`config.mk`:
```
export PLATFORM = sky130hd
export DESIGN_NAME = wb_spimemio_cache
export DESIGN_NICKNAME = d
export VERILOG_FILES = /design/src/rtl/wb_spimemio_cache_pkg.sv /design/src/rtl/wb_spimemio_cache_ram.sv /design/src/rtl/wb_spimemio_cache.sv
export SDC_FILE = /design/constraint.sdc
export NUM_CORES = 1
export LEC_CHECK = 0
export BUFFER_PORTS_ARGS = -buffer_cell sky130_fd_sc_hd__clkbuf_2
export CORE_UTILIZATION = 56
export DETAILED_ROUTE_END_ITERATION = 16
export GPL_TIMING_DRIVEN = 0
export PLACE_DENSITY = 0.83
export SLEW_MARGIN = 0
export SYNTH_ARGS = -nofsm -noshare
export SYNTH_HDL_FRONTEND = slang
export SYNTH_HIERARCHICAL = 1
export SYNTH_SLANG_ARGS = --single-unit
```
`constraint.sdc`:
```
create_clock -name wb_clk_i -period 3.88 [get_ports wb_clk_i]
set_clock_uncertainty 0.15 [all_clocks]
set_input_delay 0 -clock wb_clk_i [delete_from_list [all_inputs] [get_ports wb_clk_i]]
set_output_delay 0 -clock wb_clk_i [all_outputs]
set_load 0.01 [all_outputs]
```
`src/rtl/wb_spimemio_cache_pkg.sv`:
```
// wb_spimemio_cache_pkg
//   Shared types and constants for the SPI flash read cache.
//   - state_e          : controller state (IDLE, FILL)
//   - WORD_ALIGN_BITS  : byte-offset bits dropped from every address
//   - clog2()          : elaboration-time log2 used to size the line index

package wb_spimemio_cache_pkg;

    typedef enum logic {
        IDLE = 1'b0,
        FILL = 1'b1
    } state_e;

    localparam int WORD_ALIGN_BITS = 2;

    // Ceiling log2; only ever called with constant arguments.
    function automatic int clog2(input int value);
        int result;
        int rem;
        result = 0;
        rem    = value - 1;
        while (rem > 0) begin
            result = result + 1;
            rem    = rem >> 1;
        end
        return result;
    endfunction

endpackage

```
`src/rtl/wb_spimemio_cache_ram.sv`:
```
// wb_spimemio_cache_ram
//   LINES x (valid + tag + 32-bit data) line storage for the flash cache.
//   Ports:
//     clk_i       clock
//     clear_i     synchronous clear of every valid bit (reset or flush)
//     rd_idx_i    asynchronous read index
//     rd_valid_o  valid bit of the addressed line
//     rd_tag_o    tag of the addressed line
//     rd_data_o   data word of the addressed line
//     wr_en_i     synchronous write strobe
//     wr_idx_i    write index
//     wr_valid_i  valid bit to store
//     wr_tag_i    tag to store
//     wr_data_i   data word to store

module wb_spimemio_cache_ram #(
    parameter int LINES = 16,
    parameter int IDX_W = 4,
    parameter int TAG_W = 18
) (
    input  logic             clk_i,
    input  logic             clear_i,
    input  logic [IDX_W-1:0] rd_idx_i,
    output logic             rd_valid_o,
    output logic [TAG_W-1:0] rd_tag_o,
    output logic [31:0]      rd_data_o,
    input  logic             wr_en_i,
    input  logic [IDX_W-1:0] wr_idx_i,
    input  logic             wr_valid_i,
    input  logic [TAG_W-1:0] wr_tag_i,
    input  logic [31:0]      wr_data_i
);

    logic [LINES-1:0] valid_q;
    logic [TAG_W-1:0] tag_q  [LINES];
    logic [31:0]      data_q [LINES];

    // Clear has priority so a flush landing on a fill-completion edge
    // leaves the line invalid.
    always_ff @(posedge clk_i) begin
        if (clear_i) begin
            valid_q <= '0;
        end else if (wr_en_i) begin
            valid_q[wr_idx_i] <= wr_valid_i;
        end
    end

    // NOTE: only the valid bits are reset; tag and data arrays stay
    // unreset so they can map onto plain RAM, and a line is never used
    // while its valid bit is clear.
    always_ff @(posedge clk_i) begin
        if (wr_en_i) begin
            tag_q[wr_idx_i]  <= wr_tag_i;
            data_q[wr_idx_i] <= wr_data_i;
        end
    end

    assign rd_valid_o = valid_q[rd_idx_i];
    assign rd_tag_o   = tag_q[rd_idx_i];
    assign rd_data_o  = data_q[rd_idx_i];

endmodule

```
`src/rtl/wb_spimemio_cache.sv`:
```
// wb_spimemio_cache
//   Read-only direct-mapped word cache between the CPU Wishbone master and
//   the SPI flash Wishbone slave. Hits ack one cycle after the request;
//   misses issue one downstream word read, fill the line and forward data.
//   Ports:
//     wb_clk_i   clock
//     wb_rst_i   synchronous active-high reset
//     wbs_*      upstream slave side (adr/cyc/stb in, dat/ack out)
//     wbm_*      downstream master side (adr/cyc/stb out, dat/ack in)
//     flush_i    one-cycle pulse that invalidates every line

module wb_spimemio_cache
    import wb_spimemio_cache_pkg::*;
#(
    parameter int LINES  = 16,
    parameter int ADDR_W = 24
) (
    input  logic              wb_clk_i,
    input  logic              wb_rst_i,
    input  logic [ADDR_W-1:0] wbs_adr_i,
    input  logic              wbs_cyc_i,
    input  logic              wbs_stb_i,
    output logic [31:0]       wbs_dat_o,
    output logic              wbs_ack_o,
    output logic [ADDR_W-1:0] wbm_adr_o,
    output logic              wbm_cyc_o,
    output logic              wbm_stb_o,
    input  logic [31:0]       wbm_dat_i,
    input  logic              wbm_ack_i,
    input  logic              flush_i
);

    localparam int IDX_W = clog2(LINES);
    localparam int TAG_W = ADDR_W - WORD_ALIGN_BITS - IDX_W;
    localparam logic [ADDR_W-1:0] OFFSET_MASK = ADDR_W'((1 << WORD_ALIGN_BITS) - 1);

    state_e            state_q;
    logic              ack_q;
    logic [31:0]       dat_q;
    logic              dn_cyc_q;
    logic [ADDR_W-1:0] dn_adr_q;
    // Set when a flush overlaps the in-flight fill: the returning word may
    // predate the reprogram, so it is forwarded but not kept.
    logic              fill_inval_q;

    logic              req;
    logic              hit;
    logic              fill_done;
    logic [ADDR_W-1:0] req_word_adr;
    logic [IDX_W-1:0]  req_idx;
    logic [TAG_W-1:0]  req_tag;
    logic              rd_valid;
    logic [TAG_W-1:0]  rd_tag;
    logic [31:0]       rd_data;

    // The !ack term keeps a strobe still held in the ack cycle from being
    // taken as a second request.
    assign req          = wbs_cyc_i & wbs_stb_i & ~ack_q;
    assign req_word_adr = wbs_adr_i & ~OFFSET_MASK;
    assign req_idx      = wbs_adr_i[WORD_ALIGN_BITS +: IDX_W];
    assign req_tag      = wbs_adr_i[ADDR_W-1 -: TAG_W];
    assign hit          = rd_valid & (rd_tag == req_tag);
    assign fill_done    = (state_q == FILL) & wbm_ack_i;

    wb_spimemio_cache_ram #(
        .LINES (LINES),
        .IDX_W (IDX_W),
        .TAG_W (TAG_W)
    ) u_ram (
        .clk_i      (wb_clk_i),
        .clear_i    (wb_rst_i | flush_i),
        .rd_idx_i   (req_idx),
        .rd_valid_o (rd_valid),
        .rd_tag_o   (rd_tag),
        .rd_data_o  (rd_data),
        .wr_en_i    (fill_done & ~wb_rst_i),
        .wr_idx_i   (dn_adr_q[WORD_ALIGN_BITS +: IDX_W]),
        .wr_valid_i (~(fill_inval_q | flush_i)),
        .wr_tag_i   (dn_adr_q[ADDR_W-1 -: TAG_W]),
        .wr_data_i  (wbm_dat_i)
    );

    // NOTE: all state here is sequential, so every assignment is
    // non-blocking; later reads in the block see the pre-edge values.
    always_ff @(posedge wb_clk_i) begin
        if (wb_rst_i) begin
            state_q      <= IDLE;
            ack_q        <= 1'b0;
            dat_q        <= '0;
            dn_cyc_q     <= 1'b0;
            dn_adr_q     <= '0;
            fill_inval_q <= 1'b0;
        end else begin
            ack_q <= 1'b0;
            case (state_q)
                IDLE: begin
                    if (req) begin
                        if (hit) begin
                            ack_q <= 1'b1;
                            dat_q <= rd_data;
                        end else begin
                            dn_adr_q     <= req_word_adr;
                            dn_cyc_q     <= 1'b1;
                            // A flush on the accepting edge also poisons the fill.
                            fill_inval_q <= flush_i;
                            state_q      <= FILL;
                        end
                    end
                end
                FILL: begin
                    if (flush_i) begin
                        fill_inval_q <= 1'b1;
                    end
                    if (wbm_ack_i) begin
                        dn_cyc_q <= 1'b0;
                        state_q  <= IDLE;
                        // Forward only if the master is still waiting.
                        if (wbs_cyc_i & wbs_stb_i) begin
                            ack_q <= 1'b1;
                            dat_q <= wbm_dat_i;
                        end
                    end
                end
                default: state_q <= IDLE;
            endcase
        end
    end

    assign wbs_ack_o = ack_q;
    assign wbs_dat_o = dat_q;
    assign wbm_cyc_o = dn_cyc_q;
    assign wbm_stb_o = dn_cyc_q;
    assign wbm_adr_o = dn_adr_q;

endmodule

```
==> impl_results.md <==
* Run status: finished, final reports clean
* TritonCTS Buffers at between 80 and 90
* WL final at 87.9 mm
* Final core occ at 67.0%
* Buf/Inv on CP at 6
* WP data arrival at 4180 ps
* Fin crit period at between 3000 and 4000 ps
* Detail Placement HPWL at 51.4 mm
* DR iter-0 viols at 2541
* DR WL/cell at 31.3 um
* Yosys warns at 6
* Lkg Pwr at 13.2 nW
* # fillers at between 3000 and 4000
* WS Path Type: in2reg
* Top Metal Used: met4
* Reg2Reg Capture Point: u_ram/tag_q[5][12]
* Seq/Total Area, Yosys at 75.2%
* Most common cell in the netlist: edfxtp_1
* MaxCap Viol Count at 0
* Unrepaired setup endpoints after global routing: true
* Global route overflow at 0
* Drc violations at 0
* Largest net degree at the start of global routing at 24
* PnR Total Power at 19.7 mW
* Die area at roughly 62000 um2
* Layout cells sized above 1 at between 20 and 30%
* Delay of the slowest critical-path stage at 610 ps
* Fin crit share at 97.0%
* Post-synth EDFFs at 800
* Synth async-reset ratio at 0%
* Top FF cell, synth: edfxtp_1
* DR WL met3 at 9.76 mm
* Avg Inst Size Synth at 20.5 um2
* R2R cell count at 6
* Detail Route Antenna Nets at 0
* FP Rows at 89
* CTS root buffer: clkbuf_16
* DRT met1 WL at ~31 mm
* Crit-path cells: dlygate4sd3_1, clkbuf_2, buf_6, buf_2, mux4_2, a22oi_1, nand2_1, xnor2_1, nand3_1, nor3_4, clkbuf_2, o311ai_0, dlygate4sd3_1, nor2_1
* Final Max Tran Viols at 0
* Min-delay src: wbm_ack_i
* Net count reported at finish at 2027
* Top Ports at 121
* Port Buf Inserts at approximately 120
* Path type of the worst min-delay path: in2reg
* H-tree level count at 3
* First-pass GRT wire length at 128 mm
* Vias in the first global route at 19896
* Core area at 59500 um2
* CP Max Fanout at 10
* Area Overhead vs Synth at 17.5%
* Slew margin rel. at 17.1%
* Levels on crit path at 14
* Pre-Repair DR Iteration Count at 8
* Clock-pin slew on the worst setup and hold paths at 70 ps
* Fmax achieved at between 200 and 300 MHz
* Clock Path Buffers at 3
* Die span in y at 248 um
* CP endpoint kind: flop
* CP startpoint kind: primary input
* WHS Path Cells at 4
* Worst Hold Path EP: state_q
* Skew-Pair Late Insertion Delay at 650 ps
* Endpoints failing hold at 0
* Register bit total from synthesis at 874
* Maximum VDD drop at 0.000408 V
* Cell accounting for the most synthesized area: edfxtp_1
* Setup Viol. Count Final at 0
* Post-Syn Area at 33900 um2
* Routed vias at 19182
* DR WL met2 at about 44 mm
* Clock tree sinks at ~870
* Top cell family by delay on the critical path: buffers and inverters
* Post-Synthesis Cells at 1653
* Pwr Density at 495 nW/um2
* Gr usage total at 29.3%
* TritonCTS clock tree: done
* Area contributors post-synth: edfxtp_1 (71%), mux4_2 (14%), dfxtp_1 (4.4%)
* Initial Util at 57.0%
* RePlAce Congestion at 0.884
* Ranking of synthesized cells by instance count: edfxtp_1 (800), mux4_2 (204), a22oi_1 (102), dfxtp_1 (74), nand2_1 (57)
* Worst EP required at roughly 4300 ps
* Synth cell types at 43
* Launch point of the worst reg-to-reg path: state_q
* Area share of the largest cell type after synthesis at 70.8%
* Crit-path slowest cell: dlygate4sd3_1
* DR vias/cell at 6.84
* FF-to-FF setup slack at 130 ps
* Die X at 248 um
* Worst Max-Slew Pin Slew at between 1000 and 1500 ps
* Antenna violations before repair at 0
-- placed cells by master, fill, tap and decap left out, drive strengths merged, types with 23 or more instances in the layout --
cell type,instances
edfxtp,800
clkbuf,273
mux4,204
a22oi,102
buf,102
dfxtp,74
dlygate4sd3,69
nand2,57
nand3,36
mux2i,32
o2bb2ai,32
nand4,30
clkinv,29
nand2b,25
nor2,25
and3,23
-- what timing repair did --
item | CTS | global route
setup buffers | 0 | 9
setup endpoints to repair | 0 | 162
hold endpoints to repair | 578 | 0
hold buffers | 69 | 0
resized for setup | 0 | 3
-- per-layer routing --
metal	global-route usage [%]	vias up
met4	10.9	0
met3	7.09	308
met1	37.1	9824
met2	49.3	1482
met5	0	-
li1	-	7568
-- worst min-delay path, stage by stage --
cell	delay, ps
dlygate4sd3_1	530
clkbuf_2	120
nand2b_1	140
a31oi_1	90
-- sequential cells by signal, summed over array words and instances (netlist names) --
signal,flops
wbs_ack_o,1
state_q,1
u_ram/data_q,512
fill_inval_q,1
wbm_cyc_o,1
u_ram/tag_q,288
u_ram/valid_q,16
wbm_adr_o,22
wbs_dat_o,32
-- worst max-delay path by stage --
stage	slack [ps]	endpoint	startpoint
3_3_place_gp	-3190	u_ram/data_q[4][11]	state_q
3_5_place_dp	4	wbs_dat_o[29]	wbs_adr_i[4]
6_report	120	fill_inval_q	wbs_adr_i[2]
5_1_grt	-30	fill_inval_q	wbs_adr_i[2]
2_1_floorplan	-350	u_ram/data_q[4][0]	state_q
4_1_cts	30	fill_inval_q	wbs_adr_i[2]
-- power breakdown --
part | total [mW] | internal (mW) | switching (mW) | leakage (nW)
logic | 1.04 | 0.421 | 0.617 | 3.86
registers | 10.5 | 10.3 | 0.113 | 7.97
clock network | 8.24 | 4.74 | 3.49 | 1.35
total | 19.7 | 15.5 | 4.22 | 13.2
-- layout make-up --
class                           count  area [um2]  area share [%]
Inverter                            2        7.51          0.0188
Multi-Input combinational cell    667        7910            19.8
Timing Repair Buffer              226        2070            5.19
Antenna cell                        2        5.00          0.0126
Tap cell                          773         967            2.43
Sequential cell                   874       25500            64.0
Buffer                            111         632            1.59
Clock inverter                     44         492            1.23
Clock buffer                      107        2260            5.67
-- per-stage QoR --
stage	hold slack [ps]	cells	setup TNS (ps)	setup slack, ps	cell area (um2)
after floorplan	-77.9	1654	-68610	-351	33900
after global placement	132	2543	-2277150	-3190	35500
after detailed placement	143	2575	0	3.67	36300
after CTS	114	2795	0	27.1	39800
after global routing	166	2804	-28.9	-28.9	39800
final	145	2806	0	118	39800
-- logic make-up after synthesis --
group           count (synthesis)  share of synthesized area, %
compound gates                197                          4.62
other cells                     1                        0.0111
mux                           236                          14.5
buf+inv                       113                          1.88
flops                         874                          75.2
xor+xnor                       18                         0.465
simple gates                  214                          3.33
Note: power is estimated with default switching activity, not from simulation.
